--- src/rtl/hex_word_to_ascii_stream.sv ---
// ---------------------------------------------------------------------------
// hex_word_to_ascii_stream
//
// Accepts a DATA_WIDTH-bit word over a valid/ready handshake and streams its
// hexadecimal representation as ASCII characters, one character per sink
// handshake. The runtime mode bits select upper/lower case hex letters,
// leading-zero blanking and an optional "0x" prefix. The mode bits are
// captured together with the word.
//
// Ports:
//   i_clk         clock, rising edge
//   i_rst_n       synchronous active-low reset
//   i_data        word to convert
//   i_valid       i_data and the mode bits are valid
//   o_ready       block is idle and can accept a new word
//   i_lower       1 = a-f, 0 = A-F
//   i_blank       1 = suppress leading zero digits (at least one digit kept)
//   i_prefix      1 = emit "0x" before the digits
//   o_char        current ASCII character (zero-extended to CHAR_WIDTH)
//   o_char_valid  o_char is valid
//   i_char_ready  sink accepts o_char
//   o_last        o_char is the final character of the word
//   o_busy        a conversion is in progress
// ---------------------------------------------------------------------------
module hex_word_to_ascii_stream #(
    parameter int DATA_WIDTH = 32,
    parameter int CHAR_WIDTH = 8
) (
    input  logic                  i_clk,
    input  logic                  i_rst_n,
    input  logic [DATA_WIDTH-1:0] i_data,
    input  logic                  i_valid,
    output logic                  o_ready,
    input  logic                  i_lower,
    input  logic                  i_blank,
    input  logic                  i_prefix,
    output logic [CHAR_WIDTH-1:0] o_char,
    output logic                  o_char_valid,
    input  logic                  i_char_ready,
    output logic                  o_last,
    output logic                  o_busy
);

    localparam int NDIG  = DATA_WIDTH / 4;
    localparam int IDX_W = (NDIG > 1) ? $clog2(NDIG) : 1;

    localparam logic [7:0] ASCII_SPACE = 8'h20;
    localparam logic [7:0] ASCII_ZERO  = 8'h30;
    localparam logic [7:0] ASCII_X     = 8'h78;

    typedef enum logic [1:0] {
        IDLE,
        PFX0,
        PFX1,
        DIGIT
    } state_t;

    state_t                  state_reg;
    logic [DATA_WIDTH-1:0]   data_reg;
    logic                    lower_reg;
    logic [IDX_W-1:0]        start_reg;
    logic [IDX_W-1:0]        idx_reg;
    logic [CHAR_WIDTH-1:0]   char_reg;
    logic                    char_valid_reg;
    logic                    last_reg;

    // Nibble views of the incoming word and of the captured word.
    logic [3:0]      in_nib   [NDIG];
    logic [3:0]      data_nib [NDIG];
    logic [NDIG-1:0] in_nz;

    genvar gi;
    generate
        for (gi = 0; gi < NDIG; gi++) begin : g_nib
            assign in_nib[gi]   = i_data[gi*4 +: 4];
            assign data_nib[gi] = data_reg[gi*4 +: 4];
            assign in_nz[gi]    = |i_data[gi*4 +: 4];
        end
    endgenerate

    // Most-significant non-zero nibble of the incoming word; 0 for a zero
    // word so that blanking still leaves a single "0" digit.
    logic [IDX_W-1:0] msnz_idx;
    always_comb begin
        msnz_idx = '0;
        for (int i = 0; i < NDIG; i++) begin
            if (in_nz[i]) begin
                msnz_idx = IDX_W'(i);
            end
        end
    end

    logic [IDX_W-1:0] accept_start;
    assign accept_start = i_blank ? msnz_idx : IDX_W'(NDIG - 1);

    function automatic logic [7:0] to_ascii(input logic [3:0] nib, input logic lower);
        logic [7:0] base;
        if (nib < 4'd10) begin
            base = ASCII_ZERO;
        end else begin
            // 'A'-10 = 0x37, 'a'-10 = 0x57
            base = lower ? 8'h57 : 8'h37;
        end
        return base + {4'h0, nib};
    endfunction

    logic [IDX_W-1:0] idx_dec;
    logic [7:0]       accept_char;
    logic [7:0]       start_char;
    logic [7:0]       next_char;
    logic             advance;

    assign idx_dec     = idx_reg - 1'b1;
    assign accept_char = to_ascii(in_nib[accept_start], i_lower);
    assign start_char  = to_ascii(data_nib[start_reg], lower_reg);
    assign next_char   = to_ascii(data_nib[idx_dec], lower_reg);
    assign advance     = char_valid_reg && i_char_ready;

    always_ff @(posedge i_clk) begin
        if (!i_rst_n) begin
            state_reg      <= IDLE;
            data_reg       <= '0;
            lower_reg      <= 1'b0;
            start_reg      <= '0;
            idx_reg        <= '0;
            char_reg       <= CHAR_WIDTH'(ASCII_SPACE);
            char_valid_reg <= 1'b0;
            last_reg       <= 1'b0;
        end else begin
            case (state_reg)
                IDLE: begin
                    if (i_valid) begin
                        data_reg       <= i_data;
                        lower_reg      <= i_lower;
                        start_reg      <= accept_start;
                        idx_reg        <= accept_start;
                        char_valid_reg <= 1'b1;
                        if (i_prefix) begin
                            state_reg <= PFX0;
                            char_reg  <= CHAR_WIDTH'(ASCII_ZERO);
                            last_reg  <= 1'b0;
                        end else begin
                            // No prefix: the first digit goes out directly.
                            state_reg <= DIGIT;
                            char_reg  <= CHAR_WIDTH'(accept_char);
                            last_reg  <= (accept_start == '0);
                        end
                    end
                end

                PFX0: begin
                    if (advance) begin
                        state_reg <= PFX1;
                        char_reg  <= CHAR_WIDTH'(ASCII_X);
                        last_reg  <= 1'b0;
                    end
                end

                PFX1: begin
                    if (advance) begin
                        state_reg <= DIGIT;
                        idx_reg   <= start_reg;
                        char_reg  <= CHAR_WIDTH'(start_char);
                        last_reg  <= (start_reg == '0);
                    end
                end

                DIGIT: begin
                    if (advance) begin
                        if (idx_reg == '0) begin
                            // o_char keeps its value; only valid drops.
                            state_reg      <= IDLE;
                            char_valid_reg <= 1'b0;
                            last_reg       <= 1'b0;
                        end else begin
                            idx_reg  <= idx_dec;
                            char_reg <= CHAR_WIDTH'(next_char);
                            last_reg <= (idx_dec == '0);
                        end
                    end
                end

                default: begin
                    state_reg      <= IDLE;
                    char_valid_reg <= 1'b0;
                    last_reg       <= 1'b0;
                end
            endcase
        end
    end

    assign o_ready      = (state_reg == IDLE);
    assign o_busy       = (state_reg != IDLE);
    assign o_char       = char_reg;
    assign o_char_valid = char_valid_reg;
    assign o_last       = last_reg;

endmodule

--- config.mk ---
export PLATFORM = sky130hd
export DESIGN_NAME = hex_word_to_ascii_stream
export DESIGN_NICKNAME = d
export VERILOG_FILES = /design/src/rtl/hex_word_to_ascii_stream.sv
export SDC_FILE = /design/constraint.sdc
export NUM_CORES = 1
export LEC_CHECK = 0
export BUFFER_PORTS_ARGS = -buffer_cell sky130_fd_sc_hd__buf_2
export CAP_MARGIN = 20
export CORE_MARGIN = 5
export CORE_UTILIZATION = 58
export CTS_BUF_LIST = sky130_fd_sc_hd__clkbuf_4 sky130_fd_sc_hd__clkbuf_8 sky130_fd_sc_hd__clkbuf_16
export CTS_CLUSTER_DIAMETER = 40
export DETAILED_ROUTE_END_ITERATION = 6
export HOLD_SLACK_MARGIN = 0.03
export PLACE_DENSITY = 0.78
export SLEW_MARGIN = 20
export SYNTH_ARGS = -nofsm -noshare
export SYNTH_HDL_FRONTEND = slang
export SYNTH_SLANG_ARGS = --single-unit
--- constraint.sdc ---
create_clock -name i_clk -period 5.8 [get_ports i_clk]
set_clock_uncertainty 0.15 [all_clocks]
set_input_delay 0.58 -clock i_clk [delete_from_list [all_inputs] [get_ports i_clk]]
set_output_delay 0.58 -clock i_clk [all_outputs]
set_load 0.05 [all_outputs]
==> results of run 1 <==
==> metal layers <==
metal  GRT usage  vias up
li1            -     1624
met1       0.393     1652
met2       0.442      158
met3      0.0475       18
met4      0.0755        0
met5           0        -
==> synth_stat cells (all sizes together), types with 5 or more instances <==
master	number
nand2	92
o211a	6
ha	13
a22oi	7
clkbuf	21
nor2	20
o21ai	21
mux2	6
nand2b	5
a211oi	7
inv	9
or3	5
a21boi	6
mux4	17
o211ai	6
nor4	7
a21o	5
dfxtp	51
nand3	7
mux2i	10
a21oi	49
==> power breakdown <==
| group | leakage [uW] | switching [uW] | total, uW | internal [uW] |
|---|---|---|---|---|
| Combinational | 0.00116 | 641 | 1010 | 371 |
| Sequential | 0.000419 | 96.2 | 536 | 440 |
| Clock | 0.0000452 | 131 | 223 | 91.8 |
| Total | 0.00163 | 869 | 1770 | 903 |
==> through the flow <==
step	hold WS, ps	utilization	std cells	total power [uW]	cell area (sq um)
finish	279	0.659	533	1770	3930
global placement	265	0.641	524	1500	3820
detailed placement	269	0.643	525	1540	3830
global route	304	0.659	533	1900	3930
CTS	284	0.659	533	1760	3930
floorplan	293	-	422	1300	3560
==> layout by cell type (no fill, tap or decap), types with 4 or more instances in the layout <==
cell	netlist	final
nand2_1	89	89
dfxtp_1	51	51
buf_2	2	50
a21oi_1	49	49
nor2_1	19	19
o21ai_0	18	18
mux4_2	16	16
ha_1	13	13
mux2i_1	10	10
inv_1	9	8
a211oi_1	7	7
nand3_1	7	7
o211a_1	6	6
a22oi_1	6	6
mux2_2	5	5
nand2b_1	5	5
nor4_1	5	5
a21o_1	5	5
or3_1	5	5
a21boi_0	5	5
clkbuf_8	0	5
o21a_1	4	4
nand4_1	4	4
==> cell families after synthesis <==
family | after synthesis
xor+xnor | 4
fa+ha+maj | 16
mux | 33
buf+inv | 33
flops | 51
compound gates | 125
simple gates | 160
==> layout make-up <==
class	count	area, sq um	share of cell area
clock inverter	2	16.3	0.00414
tap	75	93.8	0.0239
multi-input combinational	338	2410	0.614
clock buffer	6	76.3	0.0194
sequential	51	1020	0.260
timing repair buffer	52	273	0.0695
inverter	9	33.8	0.00861
==> worst min-delay path: cells and delay by family (launching register included) <==
family,cells,cell delay [ps]
DFF,1,320
and+or+nand+nor,2,80
==> path summary, 6_finish.rpt <==
path / endpoint / slack (ps) / cells after the start
max: o_char[6] / 1110 / 12
min: o_char[7] / 280 / 2
max reg2reg: o_char[6] / 1110 / 12
min reg2reg: o_char[7] / 280 / 2
==> reports/metrics.yaml, run 1 <==
critical_path:
  cp_data_required_time_ps: 5870
  r2r_start: "idx_reg[0]"
  path_buf_inv: 1
  crit_family: "adder cells"
  worstSetupPathType: "flip-flop to flip-flop"
  slowest_delay_ps: 690
  crit_fanout: 12
  cp_cell_sequence: "inv_1, ha_1, mux4_2, mux2i_1, a21oi_1, ha_1, fa_1, o21ai_0, o21ai_0, a221oi_1, o221ai_1, o211a_1"
  end_kind: "flip-flop"
  start_kind: "flip-flop"
  worstPathArrival_ps: 4760
  slowest_stage: "dfxtp_1"
  cp-startpoint: "idx_reg[0]"
clocking:
  postCtsSetupBuffers: 0
  clk_latency_ps: 310
  clock_sinks: 51
  root_buffer: "clkbuf_8"
  clock_path_buffers: 2
  cts_buffers: 5
  ctsHtreeMaxLevel: 2
  ctsResizeCount: 0
  cts_tree: "built"
  clk_pin_slew_ps: 100
  cts_hold_buffers: 0
route:
  finalWirelength_um: 10100
  drtAntennaViolNets: 0
  wl_met1_um: 4300
  wl_met3_um: 832
  firstDrtPassIters: 5
  via_per_inst: 6.48
  route.vias.total: 3452
  wl_per_cell_um: 18.9
  dr.first_iter.drc_count: 388
  top_layer_used: "met4"
  drcViolationCount: 0
  route.met2.wl_um: 4780
logic_synthesis:
  synth_ff_type: "dfxtp_1"
  yosys.area.top_type_share: 0.287
  synth_cell_types: 60
  synth_compound_area_frac: 0.236
  ys_ff_latch: 51
  synth_adder_area_share: 0.0626
  yosys_warnings: 0
  muxShareOfSynthArea: 0.157
  synth_top_family_by_area: "compound AO/OA/AOI/OAI gates"
  synthTopCellsByArea: "dfxtp_1, mux4_2, nand2_1, a21oi_1, ha_1"
  yosys.area.top_type: "dfxtp_1"
  ys_seq_area_frac: 0.287
  synth_xor_area_frac: 0.00985
  postSynthAreaPerCell_sq_um: 8.43
  syn_nets: 477
  synth_cells: 422
  async_reset_ff_frac: 0
  synth_edf_count: 0
  syn_area_sq_mm: 0.00356
  synth_simple_gate_area_share: 0.213
placed_design:
  hpwl_um: 7710
  pre_cts_ws_ps: 1150
  gp_congestion: 0.883
  port_buffers: 50
floorplanning:
  io_pins: 51
  core_area_sq_mm: 0.00596
  dieArea_sq_mm: 0.00780
  start_util: 0.597
  die_w_um: 88.3
  rows: 28
  die_height_um: 88.3
global_routing:
  grtUsageTotal: 0.278
  grt_max_degree: 41
  grt_pass1_wl_um: 16800
  antenna_found_initial: 0
  grt-ovfl-total: 0
  grt_pass1_vias: 3358
run:
  max_cap_violations: 0
power:
  power_leakage_uw: 0.00163
  power_density_mw_per_mm2: 451
  max-vdd-ir-drop_mv: 0.340
sta:
  slew_headroom: 0.346
  finalSetupTns_ps: 0
  tightest_slew_ps: 975
  setup_violations: 0
  slew_violations: 0
  clock.fmax_mhz: 213
  worst_slack_ps: 1110
  min_period_ps: 4690
  hold_violations: 0
  rsz0062_at_grt: "false"
  min_period_over_period: 0.809
final_layout:
  nets: 512
  largest_reg_flops: 32
  fillers: 531
  syn_to_final_growth_pct: 10.3
  antennaDiodeCount: 0
  drive_above_1_share: 0.212
status:
  status: "finished clean"
worst_hold_path:
  hold_start: "o_char[7]"
  hold_class: "flip-flop to flip-flop"
Power figures use the tool's default switching activity.
==> run 2, diff against run 1 <==
--- a/config.mk
+++ b/config.mk
@@ -8,12 +8,12 @@
 export BUFFER_PORTS_ARGS = -buffer_cell sky130_fd_sc_hd__buf_2
 export CAP_MARGIN = 20
 export CORE_MARGIN = 5
-export CORE_UTILIZATION = 58
+export CORE_UTILIZATION = 52
 export CTS_BUF_LIST = sky130_fd_sc_hd__clkbuf_4 sky130_fd_sc_hd__clkbuf_8 sky130_fd_sc_hd__clkbuf_16
 export CTS_CLUSTER_DIAMETER = 40
 export DETAILED_ROUTE_END_ITERATION = 6
 export HOLD_SLACK_MARGIN = 0.03
-export PLACE_DENSITY = 0.78
+export PLACE_DENSITY = 0.73
 export SLEW_MARGIN = 20
 export SYNTH_ARGS = -nofsm -noshare
 export SYNTH_HDL_FRONTEND = slang
==> constraint.sdc (replaced) <==
create_clock -name i_clk -period 3.9 [get_ports i_clk]
set_clock_uncertainty 0.15 [all_clocks]
set_input_delay 0.39 -clock i_clk [delete_from_list [all_inputs] [get_ports i_clk]]
set_output_delay 0.39 -clock i_clk [all_outputs]
set_load 0.05 [all_outputs]
==> reports/metrics.yaml, run 2 (synthesis gave the netlist of run 1 again) <==
status:
  status: "finished clean"
critical_path:
  cp_data_required_time_ps: 3960  # -1910 ps
  end_kind: "flip-flop"
  crit_top_cell: "o21ai_0"
  worstSetupPathType: "flip-flop to flip-flop"
  slowest_stage: "mux4_2"
  crit_fanout: 5  # -7
  start_kind: "flip-flop"
  slowest_delay_ps: 540  # -150 ps
  cp_cell_sequence: "inv_1, ha_2, mux4_2, mux2i_1, a21oi_1, ha_1, fa_1, o21ai_0, o21ai_0, a221oi_1, o221ai_1, o211a_1"
  worstPathArrival_ps: 3760  # -1000 ps
  r2r_slack_ps: 200  # -910 ps
clocking:
  ctsResizeCount: 0  # unchanged
  root_buffer: "clkbuf_8"
  ctsHtreeMaxLevel: 2  # unchanged
  cts_buffers: 5  # unchanged
  clk_latency_ps: 310  # about the same
  cts_hold_buffers: 0  # unchanged
  clk_pin_slew_ps: 110  # about the same
  cts_tree: "built"
  clock_sinks: 51  # unchanged
  postCtsSetupBuffers: 0  # unchanged
  clock_path_buffers: 2  # unchanged
placed_design:
  gp_congestion: 1.01  # +15%
  pre_cts_ws_ps: 1.28  # -1150 ps
  port_buffers: 50  # unchanged
  hpwl_um: 7770  # +0.87%
  placedCellCount: 553  # +5.3%
final_layout:
  mostFrequentLayoutCell: "nand2_1"
  final_cell_mix: "nand2_1, dfxtp_1, buf_2"
  largest_reg_flops: 32  # unchanged
  syn_to_final_growth_pct: 16.0
  drive_above_1_share: 0.256  # +0.0439
  antennaDiodeCount: 0  # unchanged
  nets: 535  # +4.5%
  utilization: 0.614  # -0.0447
  instances_no_fill: 561  # +5.3%
global_routing:
  antenna_found_initial: 0  # unchanged
  grt_pass1_wl_um: 16700  # -0.61%
  grt-ovfl-total: 0  # unchanged
  grt_pass1_vias: 3387  # +0.86%
  grt_max_degree: 34  # -17%
  grtUsageTotal: 0.241  # -0.0368
power:
  combPwrFrac: 0.587  # +0.016
  internal_power_uw: 1470  # +63%
  power_frac_seq: 0.272  # -0.031
  p_clk_frac: 0.141  # +0.015
  max-vdd-ir-drop_mv: 0.369  # +8.4%
  power_density_mw_per_mm2: 675  # +50%
  power_switching_uw: 1310  # +51%
  power.switching_fraction: 0.471  # -0.0191
  power_leakage_uw: 0.00174  # +7.1%
  fin_total_pwr_uw: 2790  # +57%
floorplanning:
  io_pins: 51  # unchanged
  die_w_um: 92.7  # +5.0%
  die_height_um: 92.7  # +5.0%
  rows: 30  # +7.1%
  start_util: 0.530  # -0.0679
  dieArea_sq_mm: 0.00860  # +10%
  core_area_sq_mm: 0.00672  # +13%
run:
  max_cap_violations: 0  # unchanged
sta:
  slew_headroom: 0.312  # -0.0337
  finalSetupTns_ps: 0  # unchanged
  min_period_over_period: 0.949  # +0.140
  setup_violations: 0  # unchanged
  slew_violations: 0  # unchanged
  tightest_slew_ps: 1030  # +50.2 ps
  clock.fmax_mhz: 270  # +27%
  worst_slack_ps: 197  # -910 ps
  min_period_ps: 3700  # -990 ps
  rsz0062_at_grt: "false"
  hold_violations: 0  # unchanged
route:
  finalWirelength_um: 10300  # +1.8%
  wl_per_cell_um: 18.3  # -3.3%
  drcViolationCount: 0  # unchanged
  route.vias.total: 3510  # +1.7%
  dr.first_iter.drc_count: 321  # -17%
  drtAntennaViolNets: 0  # unchanged
  firstDrtPassIters: 5  # unchanged
  via_per_inst: 6.26  # -3.4%
worst_hold_path:
  hold_class: "primary input to flip-flop"
[run 2: changes by cell type in the layout (fill, tap and decap cells not counted), sizes merged]
cell,change
buf,+23
bufinv,+1
clkbuf,-1
[run 2: final timing paths]
path | start | to | cells after the start
hold reg to reg | o_char[7] | o_char[7] | 2
hold / removal | i_data[0] | data_reg[0] | 3
setup reg to reg | idx_reg[1] | o_char[6] | 12
setup / recovery | idx_reg[1] | o_char[6] | 12
[run 2: cell type report]
type                    instances  area [sq um]
fillers                       602          2590
inverters                       9          33.8
clock inverters                 3          46.3
flip-flops and latches         51          1020
repair buffers                 75           438
clock buffers                   5          68.8
multi-input cells             338          2420
well taps                      80           100
[run 2: per-layer routing]
metal	part of all wire	up-vias	track usage
met5	0	-	0
met4	0.011	0	0.0708
met3	0.078	12	0.0520
met2	0.50	148	0.409
met1	0.42	1686	0.309
li1	-	1664	-
[run 2: per-stage QoR]
stage | instance area (sq um) | hold WS (ps)
after CTS | 4120 | 159
after detailed placement | 4010 | 279
after global routing | 4130 | 178
final | 4130 | 167
after global placement | 4010 | 265
after floorplan | 3560 | 293
[run 2: power groups by stage]
stage          sequential, uW  combinational [uW]  clock, uW
4_1_cts                   758                1620        400
3_5_place_dp              769                1620          0
2_1_floorplan             869                1080          0
5_1_grt                   777                1770        415
6_report                  759                1640        393
3_3_place_gp              761                1590          0
[run 2: critical path, delay by kind of cell, from the launching register on]
| kind | cells | cell delay [ps] |
|---|---|---|
| buffers and inverters | 1 | 70 |
| DFF | 1 | 350 |
| AOI/OAI and AO/OA | 6 | 1150 |
| adders and majority gates | 3 | 1100 |
| muxes | 2 | 800 |
